[src/rtl/csa_sub_pipe.sv]
// Pipelined carry-skip subtractor: diff = a - b - bin, resolved one WIDTH/STAGES slice per stage.
// Optional add mode (op port) is enabled by defining CSA_SUB_ADD_EN.
module csa_sub_pipe #(
    parameter int WIDTH  = 32,
    parameter int GROUP  = 4,
    parameter int STAGES = 2
) (
    input  logic             clk,
    input  logic             rst,
    input  logic             in_valid,
    output logic             in_ready,
    input  logic [WIDTH-1:0] a,
    input  logic [WIDTH-1:0] b,
    input  logic             bin,
`ifdef CSA_SUB_ADD_EN
    input  logic             op,
`endif
    output logic             out_valid,
    input  logic             out_ready,
    output logic [WIDTH-1:0] diff,
    output logic             bout,
    output logic             ovf
);

    localparam int SLICE = WIDTH / STAGES;
    localparam int NGRP  = SLICE / GROUP;
    localparam int LAST  = STAGES - 1;
    localparam int OPS   = (STAGES > 1) ? STAGES - 1 : 1;

    logic             op_in;
    logic             cin0;
    logic [WIDTH-1:0] b_eff;

`ifdef CSA_SUB_ADD_EN
    assign op_in = op;
    assign b_eff = op ? b : ~b;
    assign cin0  = op ? bin : ~bin;
`else
    assign op_in = 1'b0;
    assign b_eff = ~b;
    assign cin0  = ~bin;
`endif

    logic [STAGES-1:0] v_q;
    logic [STAGES-1:0] load;
    logic [WIDTH-1:0]  opa_q  [OPS];
    logic [WIDTH-1:0]  opb_q  [OPS];
    logic [OPS-1:0]    carry_q;
    logic [OPS-1:0]    op_q;
    logic [WIDTH-1:0]  diff_q [STAGES];
    logic              bout_q;
    logic              ovf_q;

    logic [WIDTH-1:0]  opa_d  [OPS];
    logic [WIDTH-1:0]  opb_d  [OPS];
    logic [OPS-1:0]    carry_d;
    logic [OPS-1:0]    op_d;
    logic [WIDTH-1:0]  diff_d [STAGES];
    logic              bout_d;
    logic              ovf_d;

    // Advance chain runs from the output back to the input so a full pipe can
    // accept and emit in the same cycle.
    always_comb begin
        logic nxt;
        load = '0;
        nxt  = !v_q[LAST] || out_ready;
        load[LAST] = nxt;
        for (int k = LAST - 1; k >= 0; k--) begin
            nxt     = !v_q[k] || nxt;
            load[k] = nxt;
        end
    end

    assign in_ready = load[0];

    always_comb begin
        logic [WIDTH-1:0] sa, sb, sd;
        logic             c, o, cm, gcin, gp, p, gen;
        int               idx;
        // NOTE: every comb output gets a default first so no path can infer a latch.
        for (int k = 0; k < OPS; k++) begin
            opa_d[k] = '0;
            opb_d[k] = '0;
        end
        for (int k = 0; k < STAGES; k++) diff_d[k] = '0;
        carry_d = '0;
        op_d    = '0;
        bout_d  = 1'b0;
        ovf_d   = 1'b0;
        sa = '0; sb = '0; sd = '0;
        c = 1'b0; o = 1'b0; cm = 1'b0; gcin = 1'b0; gp = 1'b0; p = 1'b0; gen = 1'b0;
        idx = 0;
        for (int k = 0; k < STAGES; k++) begin
            if (k == 0) begin
                sa = a;
                sb = b_eff;
                sd = '0;
                c  = cin0;
                o  = op_in;
            end else begin
                sa = opa_q[(k > 0) ? k - 1 : 0];
                sb = opb_q[(k > 0) ? k - 1 : 0];
                sd = diff_q[(k > 0) ? k - 1 : 0];
                c  = carry_q[(k > 0) ? k - 1 : 0];
                o  = op_q[(k > 0) ? k - 1 : 0];
            end
            cm = c;
            // NOTE: blocking assignments here model the ripple; c is reused bit to bit.
            for (int g = 0; g < NGRP; g++) begin
                gcin = c;
                gp   = 1'b1;
                for (int i = 0; i < GROUP; i++) begin
                    idx = g * GROUP + i;
                    p   = sa[idx] ^ sb[idx];
                    gen = sa[idx] & sb[idx];
                    if (idx == SLICE - 1) cm = c;
                    sd[k*SLICE + idx] = p ^ c;
                    c  = gen | (p & c);
                    gp = gp & p;
                end
                if (gp) c = gcin;
            end
            diff_d[k] = sd;
            if (k < LAST) begin
                // Remaining operand bits shift down so the next slice always sits at the LSBs.
                opa_d[(k < OPS) ? k : 0]   = sa >> SLICE;
                opb_d[(k < OPS) ? k : 0]   = sb >> SLICE;
                carry_d[(k < OPS) ? k : 0] = c;
                op_d[(k < OPS) ? k : 0]    = o;
            end else begin
                bout_d = o ? c : ~c;
                ovf_d  = cm ^ c;
            end
        end
    end

    always_ff @(posedge clk) begin
        if (rst) begin
            // NOTE: datapath registers are reset too, so diff/bout/ovf read 0 after reset.
            v_q     <= '0;
            carry_q <= '0;
            op_q    <= '0;
            bout_q  <= 1'b0;
            ovf_q   <= 1'b0;
            for (int k = 0; k < STAGES; k++) diff_q[k] <= '0;
            for (int k = 0; k < OPS; k++) begin
                opa_q[k] <= '0;
                opb_q[k] <= '0;
            end
        end else begin
            for (int k = 0; k < STAGES; k++) begin
                if (load[k]) begin
                    v_q[k]    <= (k == 0) ? in_valid : v_q[(k > 0) ? k - 1 : 0];
                    diff_q[k] <= diff_d[k];
                end
            end
            for (int k = 0; k < OPS; k++) begin
                if (load[k]) begin
                    opa_q[k]   <= opa_d[k];
                    opb_q[k]   <= opb_d[k];
                    carry_q[k] <= carry_d[k];
                    op_q[k]    <= op_d[k];
                end
            end
            if (load[LAST]) begin
                bout_q <= bout_d;
                ovf_q  <= ovf_d;
            end
        end
    end

    assign out_valid = v_q[LAST];
    assign diff      = diff_q[LAST];
    assign bout      = bout_q;
    assign ovf       = ovf_q;

endmodule

[config.mk]
export PLATFORM = sky130hd
export DESIGN_NAME = csa_sub_pipe
export DESIGN_NICKNAME = d
export VERILOG_FILES = /design/src/rtl/csa_sub_pipe.sv
export SDC_FILE = /design/constraint.sdc
export NUM_CORES = 1
export LEC_CHECK = 0
export ABC_AREA = 1
export BUFFER_PORTS_ARGS = -buffer_cell sky130_fd_sc_hd__buf_2
export CORE_MARGIN = 2
export CORE_UTILIZATION = 40
export CTS_CLUSTER_DIAMETER = 120
export DETAILED_ROUTE_END_ITERATION = 7
export SLEW_MARGIN = 15
export SYNTH_ARGS = -nofsm -noshare
export SYNTH_HDL_FRONTEND = slang
export SYNTH_SLANG_ARGS = --single-unit
[constraint.sdc]
create_clock -name clk -period 22.9 [get_ports clk]
set_clock_uncertainty 0.05 [all_clocks]
set_input_delay 3.435 -clock clk [delete_from_list [all_inputs] [get_ports clk]]
set_output_delay 3.435 -clock clk [all_outputs]
set_load 0.01 [all_outputs]
### Word-level counts from Yosys, hierarchy flattened

Memory sizes are Yosys's and may differ from the RTL's.
Index checks and enable logic that the tools add are counted.

* equality and inequality tests: 0
* divide/modulo/power cells: 0
* bitwise logic cells: 190
* shifts and indexed selects: 0
* reductions and logical operators: 6
* add/subtract/negate cells: 0
* $lt $le $gt $ge: 0
* multipliers: 0
* muxes and demuxes: 22

Operators with widths (number)
* bitwise AND 1 bit: 88
* XOR 1 bit: 65
* 2-to-1 mux 32 bit: 2
* bitwise OR 1 bit: 34
* 2-to-1 mux 16 bit: 2
* NOT 32 bit: 1
* OR reduction 16 bit: 2
* 2-to-1 mux 1 bit: 18
* zero test 1 bit: 2
* logical OR 1 bit: 2
* NOT 1 bit: 2

* register bits: 5
* bits in writable memories: 96
* memories: 3
* input bits: 69
* ROM bits: 0
* output and inout bits: 36
* bits in latches: 0

Memory list
* diff_q: words 2, bits a word 32, read ports 2, clocked after memory_dff 0, wr ports 2, RTL line 50 `logic [WIDTH-1:0] diff_q [STAGES];`
* opa_q: words 1, bits a word 16, read ports 1, clocked after memory_dff 0, wr ports 1, RTL line 46 `logic [WIDTH-1:0] opa_q [OPS];`
* opb_q: words 1, bits a word 16, read ports 1, clocked after memory_dff 0, wr ports 1, RTL line 47 `logic [WIDTH-1:0] opb_q [OPS];`

### Longest topological paths before layout

Gate-level depths: netlist of run 1.
An unclocked memory read counts as a cell.

* depth in word-level cells: 39
* gate-level depth with buffers: 29

### Worst setup path after synthesis of run 1

OpenSTA, ideal clock, no wires.

* kind: input-to-reg
* start point: in a[0]
* end point: mem diff_q[0][15] (data pin)
* buffers on the path: 0
* path slack: 12.343 ns
* library setup time: 0.256 ns
* data arrival time: 10.251 ns
* cell stages on the path: 26
* cells stage by stage: inv_1 -> fa_1 -> fa_1 -> fa_1 -> fa_1 -> o21ai_0 -> nand2_1 -> fa_1 -> fa_1 -> fa_1 -> fa_1 -> nand2_1 -> nand2_1 -> fa_1 -> fa_1 -> fa_1 -> fa_1 -> nor2_1 -> a31oi_4 -> fa_1 -> fa_1 -> fa_1 -> inv_1 -> fa_1 -> inv_1 -> nor2_1

RTL lines
* start: declaration: RTL line 12 `input logic [WIDTH-1:0] a,`
* end: declaration: RTL line 50

==> results of run 1 <==
-- metal layers --
layer	track usage [%]	up-vias	wire length, um
met1	15.8	1285	3140
met4	6.50	0	226
li1	-	1394	-
met3	3.01	18	378
met2	23.1	66	4040
met5	0	-	0
-- kinds of logic after synthesis --
logic type	Yosys count
simple gates	135
buf+inv	97
flops	85
mux	1
compound gates	7
fa+ha+maj	64
-- flip-flops by register name, summed over array words and instances, names as in the netlist --
name and flops:
bout 1, carry_q 1, diff_q 48, opa_q 16, opb_q 16, ovf 1, v_q 2
-- cells in the final DEF (no fill, tap or decap), drive strengths merged --
cell	synthesis	layout
o31ai	1	1
dfxtp	5	5
buf	9	107
fa	32	32
o21ai	3	3
or2	1	1
bufinv	0	1
diode	0	1
clkinv	1	2
clkbuf	0	14
a31oi	1	1
mux2	1	1
ha	32	32
inv	87	87
and2	1	1
nand4	2	2
nand2	33	33
nand3	5	5
nor2	93	93
edfxtp	80	80
a21oi	2	2
-- worst paths after layout --
path,startpoint,endpoint,slack [ns],cells past startpoint
setup reg to reg,opb_q[0][0],ovf,13.90,28
setup / recovery,a[0],diff_q[0][15],12.17,27
hold / removal,v_q[0],v_q[1],0.41,2
hold reg to reg,v_q[0],v_q[1],0.41,2
-- critical path, stage by stage --
cell	delay [ns]
buf_2	0.09
inv_1	0.05
fa_1	0.45
fa_1	0.39
fa_1	0.41
fa_1	0.37
o21ai_0	0.08
nand2_1	0.13
fa_1	0.42
fa_1	0.41
fa_1	0.40
fa_1	0.37
nand2_1	0.14
nand2_1	0.12
fa_1	0.39
fa_1	0.39
fa_1	0.38
fa_1	0.36
nor2_1	0.19
a31oi_4	0.06
fa_1	0.39
fa_1	0.39
fa_1	0.36
inv_1	0.07
fa_1	0.40
inv_1	0.06
nor2_1	0.04
-- final cells by class --
| class | instances | area (sq um) | area share, % |
|---|---|---|---|
| Antenna cell | 1 | 2.50 | 0.0453 |
| Clock buffer | 14 | 254 | 4.60 |
| Clock inverter | 2 | 33.8 | 0.612 |
| Inverter | 88 | 335 | 6.07 |
| Multi-Input combinational cell | 207 | 1670 | 30.3 |
| Sequential cell | 85 | 2500 | 45.3 |
| Tap cell | 143 | 179 | 3.24 |
| Timing Repair Buffer | 107 | 543 | 9.83 |
-- per-stage QoR --
step | power, W | area, sq um | utilization, %
final | 0.000410 | 5520 | 48.8
after global routing | 0.000434 | 5520 | 48.8
after CTS | 0.000416 | 5520 | 48.8
after detailed placement | 0.000274 | 5230 | 46.2
after global placement | 0.000271 | 5230 | 46.2
after floorplan | 0.000248 | 4600 | -
-- power by group --
| group | leakage (nW) | switching [W] | internal [W] | total [W] |
|---|---|---|---|---|
| Combinational | 1.70 | 0.0000396 | 0.0000293 | 0.0000689 |
| Sequential | 0.929 | 0.00000742 | 0.000193 | 0.000200 |
| Clock | 0.139 | 0.0000539 | 0.0000873 | 0.000141 |
==> results.sh, run 1 <==
export IMPL_slew_viol_final=0
export IMPL_postSynthAreaPerCell_sq_um=11.8
export IMPL_cts_max_level=3
export IMPL_wl_per_cell_um=12.0
export IMPL_cts_sinks=85
export IMPL_grt_pass1_wl_um=13000
export IMPL_die_x_um=111
export IMPL_setup_tns_ns=0
export IMPL_die_height_um=111
export IMPL_grt_setup_unrepaired="false"
export IMPL_synth_area_mux_share_pct=0.245
export IMPL_ctsRootBufferMaster="clkbuf_16"
export IMPL_clk_pin_slew_ns=0.06
export IMPL_synth_enable_flop_cells=80
export IMPL_synth_most_common_cell="nor2_1"
export IMPL_post_route_min_period_ns=10.73
export IMPL_synthArstFlopShare_pct=0
export IMPL_io_pins=105
export IMPL_fillerInstances=1047
export IMPL_placed_cells=630
export IMPL_peakVddDrop_uv=32.1
export IMPL_synth_top_family_by_area="adder cells"
export IMPL_netlist_area_sq_um=4600
export IMPL_vias=2763
export IMPL_layout_cells_non_filler=647
export IMPL_cp_end_kind="register"
export IMPL_power_leakage_nw=2.77
export IMPL_area_growth_synth_to_final_pct=20.1
export IMPL_core_sq_um=11300
export IMPL_cts_hold_buf=0
export IMPL_totalWireLength_um=7780
export IMPL_pre_cts_ws_ns=11.83
export IMPL_grt_pass1_vias=2797
export IMPL_drv_cap=0
export IMPL_synth_simple_area_share_pct=12.2
export IMPL_setup_viol=0
export IMPL_ys_seq_area_share_pct=54.4
export IMPL_critical_path_max_fanout=2
export IMPL_yosys_warnings=0
export IMPL_fin_crit_sh_pct=46.9
export IMPL_port_buffers=104
export IMPL_drive_above_1_share_pct=26.4
export IMPL_rows=39
export IMPL_antenna_found_initial=1
export IMPL_cts_resized_gates=0
export IMPL_initial_core_util_pct=40.6
export IMPL_cts_tree="yes"
export IMPL_synthAdderAreaFrac_pct=22.6
export IMPL_via_per_inst=4.27
export IMPL_ys_types=25
export IMPL_cp_required_ns=22.91
export IMPL_grt_util_all_layers_pct=13.4
export IMPL_numCtsBuffers=9
export IMPL_grt_max_degree=84
export IMPL_hpwlAfterDp_um=5810
export IMPL_outcome="finished, final reports clean"
export IMPL_dieArea_sq_um=12400
export IMPL_drt_initial_drc_count=87
export IMPL_syn_inst=389
export IMPL_ant_nets=0
export IMPL_setup_worst_path_class="in -> reg"
export IMPL_ys_top_cells_by_area="edfxtp_1, fa_1, ha_1"
export IMPL_finalHoldViolCount=0
export IMPL_syn_nets=522
export IMPL_worst_slack_ns=12.17
export IMPL_nets=631
export IMPL_synth_largest_area_cell="edfxtp_1"
export IMPL_powerDensity_nw_per_um2=74.2
export IMPL_relSlewSlack_pct=45.4
export IMPL_tightestPinTransition_ns=0.819
export IMPL_fmax_mhz=93.2
export IMPL_ys_seq_elements=85
export IMPL_critical_path_startpoint_type="primary input"
export IMPL_dr_pass1_iters=4
export IMPL_yosysTopAreaCellShare_pct=52.2
export IMPL_holdWs_ns=0.412
export IMPL_synth_xor_area_share_pct=0
export IMPL_yosys_most_used_dff="edfxtp_1"
export IMPL_synth_compound_area_share_pct=1.25
export IMPL_hold_path_class="reg -> reg"
export IMPL_timing_critical_path_arrival_ns=10.74
export IMPL_drc=0
export IMPL_clockBufferDepth=2
export IMPL_gp_congestion=0.784
export IMPL_synth_common_cells="nor2_1, inv_1, edfxtp_1"
export IMPL_clk_latency_ns=0.33
export IMPL_grt_overflow=0
export IMPL_cts_setup_buffers=0
(Power assumes the default switching activity.)
==> run 2, diff against run 1 <==
Clock period 22.9 ns to 8.7 ns, I/O delays scaled along.
==> run 2 against run 1 <==
Cell area up 2.2%. Clock power grew to 2.6 times the previous value. Sequential power rose to 2.6 times the previous value. Die area did not move. First-iteration DRC count up 22%. Via count increased by 2.3%. Largest cell class unchanged.
==> results.sh, run 2 (synthesized netlist as in run 1, its figures left out) <==
export IMPL_setup_viol=0
export IMPL_min_to="v_q[1]"
export IMPL_cp_num_buf_inv=4
export IMPL_tightestPinTransition_ns=0.830
export IMPL_core_sq_um=11300
export IMPL_via_per_inst=4.30
export IMPL_ctsRootBufferMaster="clkbuf_16"
export IMPL_power_leakage_nw=2.81
export IMPL_powerDensity_nw_per_um2=194
export IMPL_place_area_sq_um=5320
export IMPL_grt_util_all_layers_pct=14.1
export IMPL_reg2reg_depth=28
export IMPL_grt_overflow=0
export IMPL_rrSetupSlack_ns=0.42
export IMPL_clk_pin_slew_ns=0.06
export IMPL_cts_setup_buffers=0
export IMPL_layout_common_cells="buf_2, nor2_1, inv_1, edfxtp_1, ha_1"
export IMPL_placed_cells=641
export IMPL_drive_above_1_share_pct=30.9
export IMPL_cp_required_ns=8.70
export IMPL_crit_top_cell="fa_1"
export IMPL_met2_length_um=4270
export IMPL_layout_cells_non_filler=657
export IMPL_largest_register_ffs=48
export IMPL_p_int_w=0.000825
export IMPL_rr_startpoint="opb_q[0][0]"
export IMPL_p_switching_w=0.000271
export IMPL_die_x_um=111
export IMPL_top_regs="diff_q x48, opa_q x16, opb_q x16"
export IMPL_cp_slowest_cell="fa_1"
export IMPL_clockBufferDepth=2
export IMPL_outcome="finished, final reports clean"
export IMPL_rows=39
export IMPL_drt_initial_drc_count=106
export IMPL_finalHoldViolCount=0
export IMPL_wl_met3_um=323
export IMPL_grt_max_degree=84
export IMPL_fmax_mhz=120
export IMPL_die_height_um=111
export IMPL_ant_nets=0
export IMPL_cp_end_kind="register"
export IMPL_relSlewSlack_pct=44.7
export IMPL_clk_latency_ns=0.32
export IMPL_dieArea_sq_um=12400
export IMPL_initial_core_util_pct=40.6
export IMPL_r2r_end="ovf"
export IMPL_min_path_cells=2
export IMPL_hold_path_class="reg -> reg"
export IMPL_hpwlAfterDp_um=5920
export IMPL_seq_area_sq_um=2500
export IMPL_area_growth_synth_to_final_pct=22.7
export IMPL_swShare_pct=24.8
export IMPL_critical_path_max_fanout=2
export IMPL_vias=2827
export IMPL_grt_pass1_vias=2945
export IMPL_num_antenna_cells=0
export IMPL_grt_setup_unrepaired="false"
export IMPL_dr_max_layer_used="met4"
export IMPL_path_delay_family="adder cells"
export IMPL_min_from="v_q[0]"
export IMPL_cts_sinks=85
export IMPL_gp_congestion=0.854
export IMPL_drc=0
export IMPL_peakVddDrop_uv=81.6
export IMPL_stdcell_area_sq_um=5640
export IMPL_largest_register="diff_q"
export IMPL_final_common_cell="buf_2"
export IMPL_cts_tree="yes"
export IMPL_timing_critical_path_arrival_ns=8.36
export IMPL_numCtsBuffers=9
export IMPL_antenna_found_initial=0
export IMPL_setup_tns_ns=0
export IMPL_cts_max_level=3
export IMPL_totalWireLength_um=8020
export IMPL_grt_pass1_wl_um=13600
export IMPL_nets=642
export IMPL_multi_input_area_sq_um=1710
export IMPL_drv_cap=0
export IMPL_combPwrFrac_pct=17.9
export IMPL_setup_worst_path_class="in -> reg"
export IMPL_fillerInstances=1051
export IMPL_wl_per_cell_um=12.2
export IMPL_post_route_min_period_ns=8.36
export IMPL_port_buffers=104
export IMPL_fin_crit_sh_pct=96.1
export IMPL_slew_viol_final=0
export IMPL_m1WireLength_um=3310
export IMPL_critical_path_startpoint_type="primary input"
export IMPL_io_pins=105
export IMPL_cpPeakStageDelay_ns=0.44
export IMPL_dr_pass1_iters=4
export IMPL_fin_util_pct=49.8
export IMPL_power_share_clock_pct=34.0
export IMPL_seqPwrFrac_pct=48.1
==> run 2: cell types whose count changed in the layout (fill, tap and decap cells not counted) <==
| cell | before | now |
|---|---|---|
| clkinv_1 | 1 | 0 |
| nor2_1 | 91 | 90 |
| fa_2 | 0 | 13 |
| nor2_2 | 1 | 2 |
| fa_1 | 32 | 19 |
| o21ai_2 | 1 | 2 |
| diode_2 | 1 | 0 |
| o21ai_0 | 2 | 1 |
| buf_4 | 3 | 14 |
| clkbuf_1 | 4 | 5 |
==> run 2: worst min-delay path, cell delays in order, from the launching register on <==
cell     delay (ns)
dfxtp_1        0.32
nand2_1        0.06
nand2_1        0.04
==> run 2: power groups by stage <==
| stage | Sequential, W | Combinational (W) | Clock (W) |
|---|---|---|---|
| 3_3_place_gp | 0.000534 | 0.000191 | 0 |
| 3_5_place_dp | 0.000536 | 0.000196 | 0 |
| 5_1_grt | 0.000533 | 0.000229 | 0.000403 |
| 2_1_floorplan | 0.000546 | 0.000106 | 0 |
| 4_1_cts | 0.000528 | 0.000199 | 0.000381 |
| 6_report | 0.000527 | 0.000197 | 0.000372 |
==> run 2: worst max path at each step <==
stage | slack [ns] | cells after the start | startpoint | to
2_1_floorplan | 0.04 | 28 | opb_q[0][0] | ovf
3_3_place_gp | -0.04 | 28 | opb_q[0][0] | ovf
3_5_place_dp | -0.27 | 28 | opb_q[0][0] | ovf
4_1_cts | 0.02 | 28 | opb_q[0][0] | ovf
5_1_grt | 0.02 | 27 | a[0] | diff_q[0][15]
6_report | 0.34 | 27 | a[0] | diff_q[0][15]
==> run 2: cell type report <==
type / count / share of cell area, %
sequential: 85 / 44.4
multi-input combinational: 207 / 30.3
timing repair buffer: 118 / 11.1
inverter: 88 / 5.94
clock buffer: 15 / 4.57
tap: 143 / 3.17
clock inverter: 1 / 0.532
==> run 2: through the flow <==
stage	total power, W	hold slack [ns]	worst slack, ns
after global routing	0.00116	0.445	0.0236
after CTS	0.00111	0.425	0.0161
after floorplan	0.000652	0.392	0.0420
final	0.00110	0.418	0.336
after detailed placement	0.000732	0.418	-0.271
after global placement	0.000725	0.401	-0.0376
==> run 2: metal layers <==
layer / vias up / GRT usage (%)
li1: 1418 / -
met1: 1344 / 16.9
met2: 58 / 24.5
met3: 7 / 3.39
met4: 0 / 5.35
met5: - / 0
==> run 2: timing repair <==
action	CTS	global route
resized for setup	5	11
setup endpoints to repair	3	4
pin swaps	1	4
hold buffers	0	0
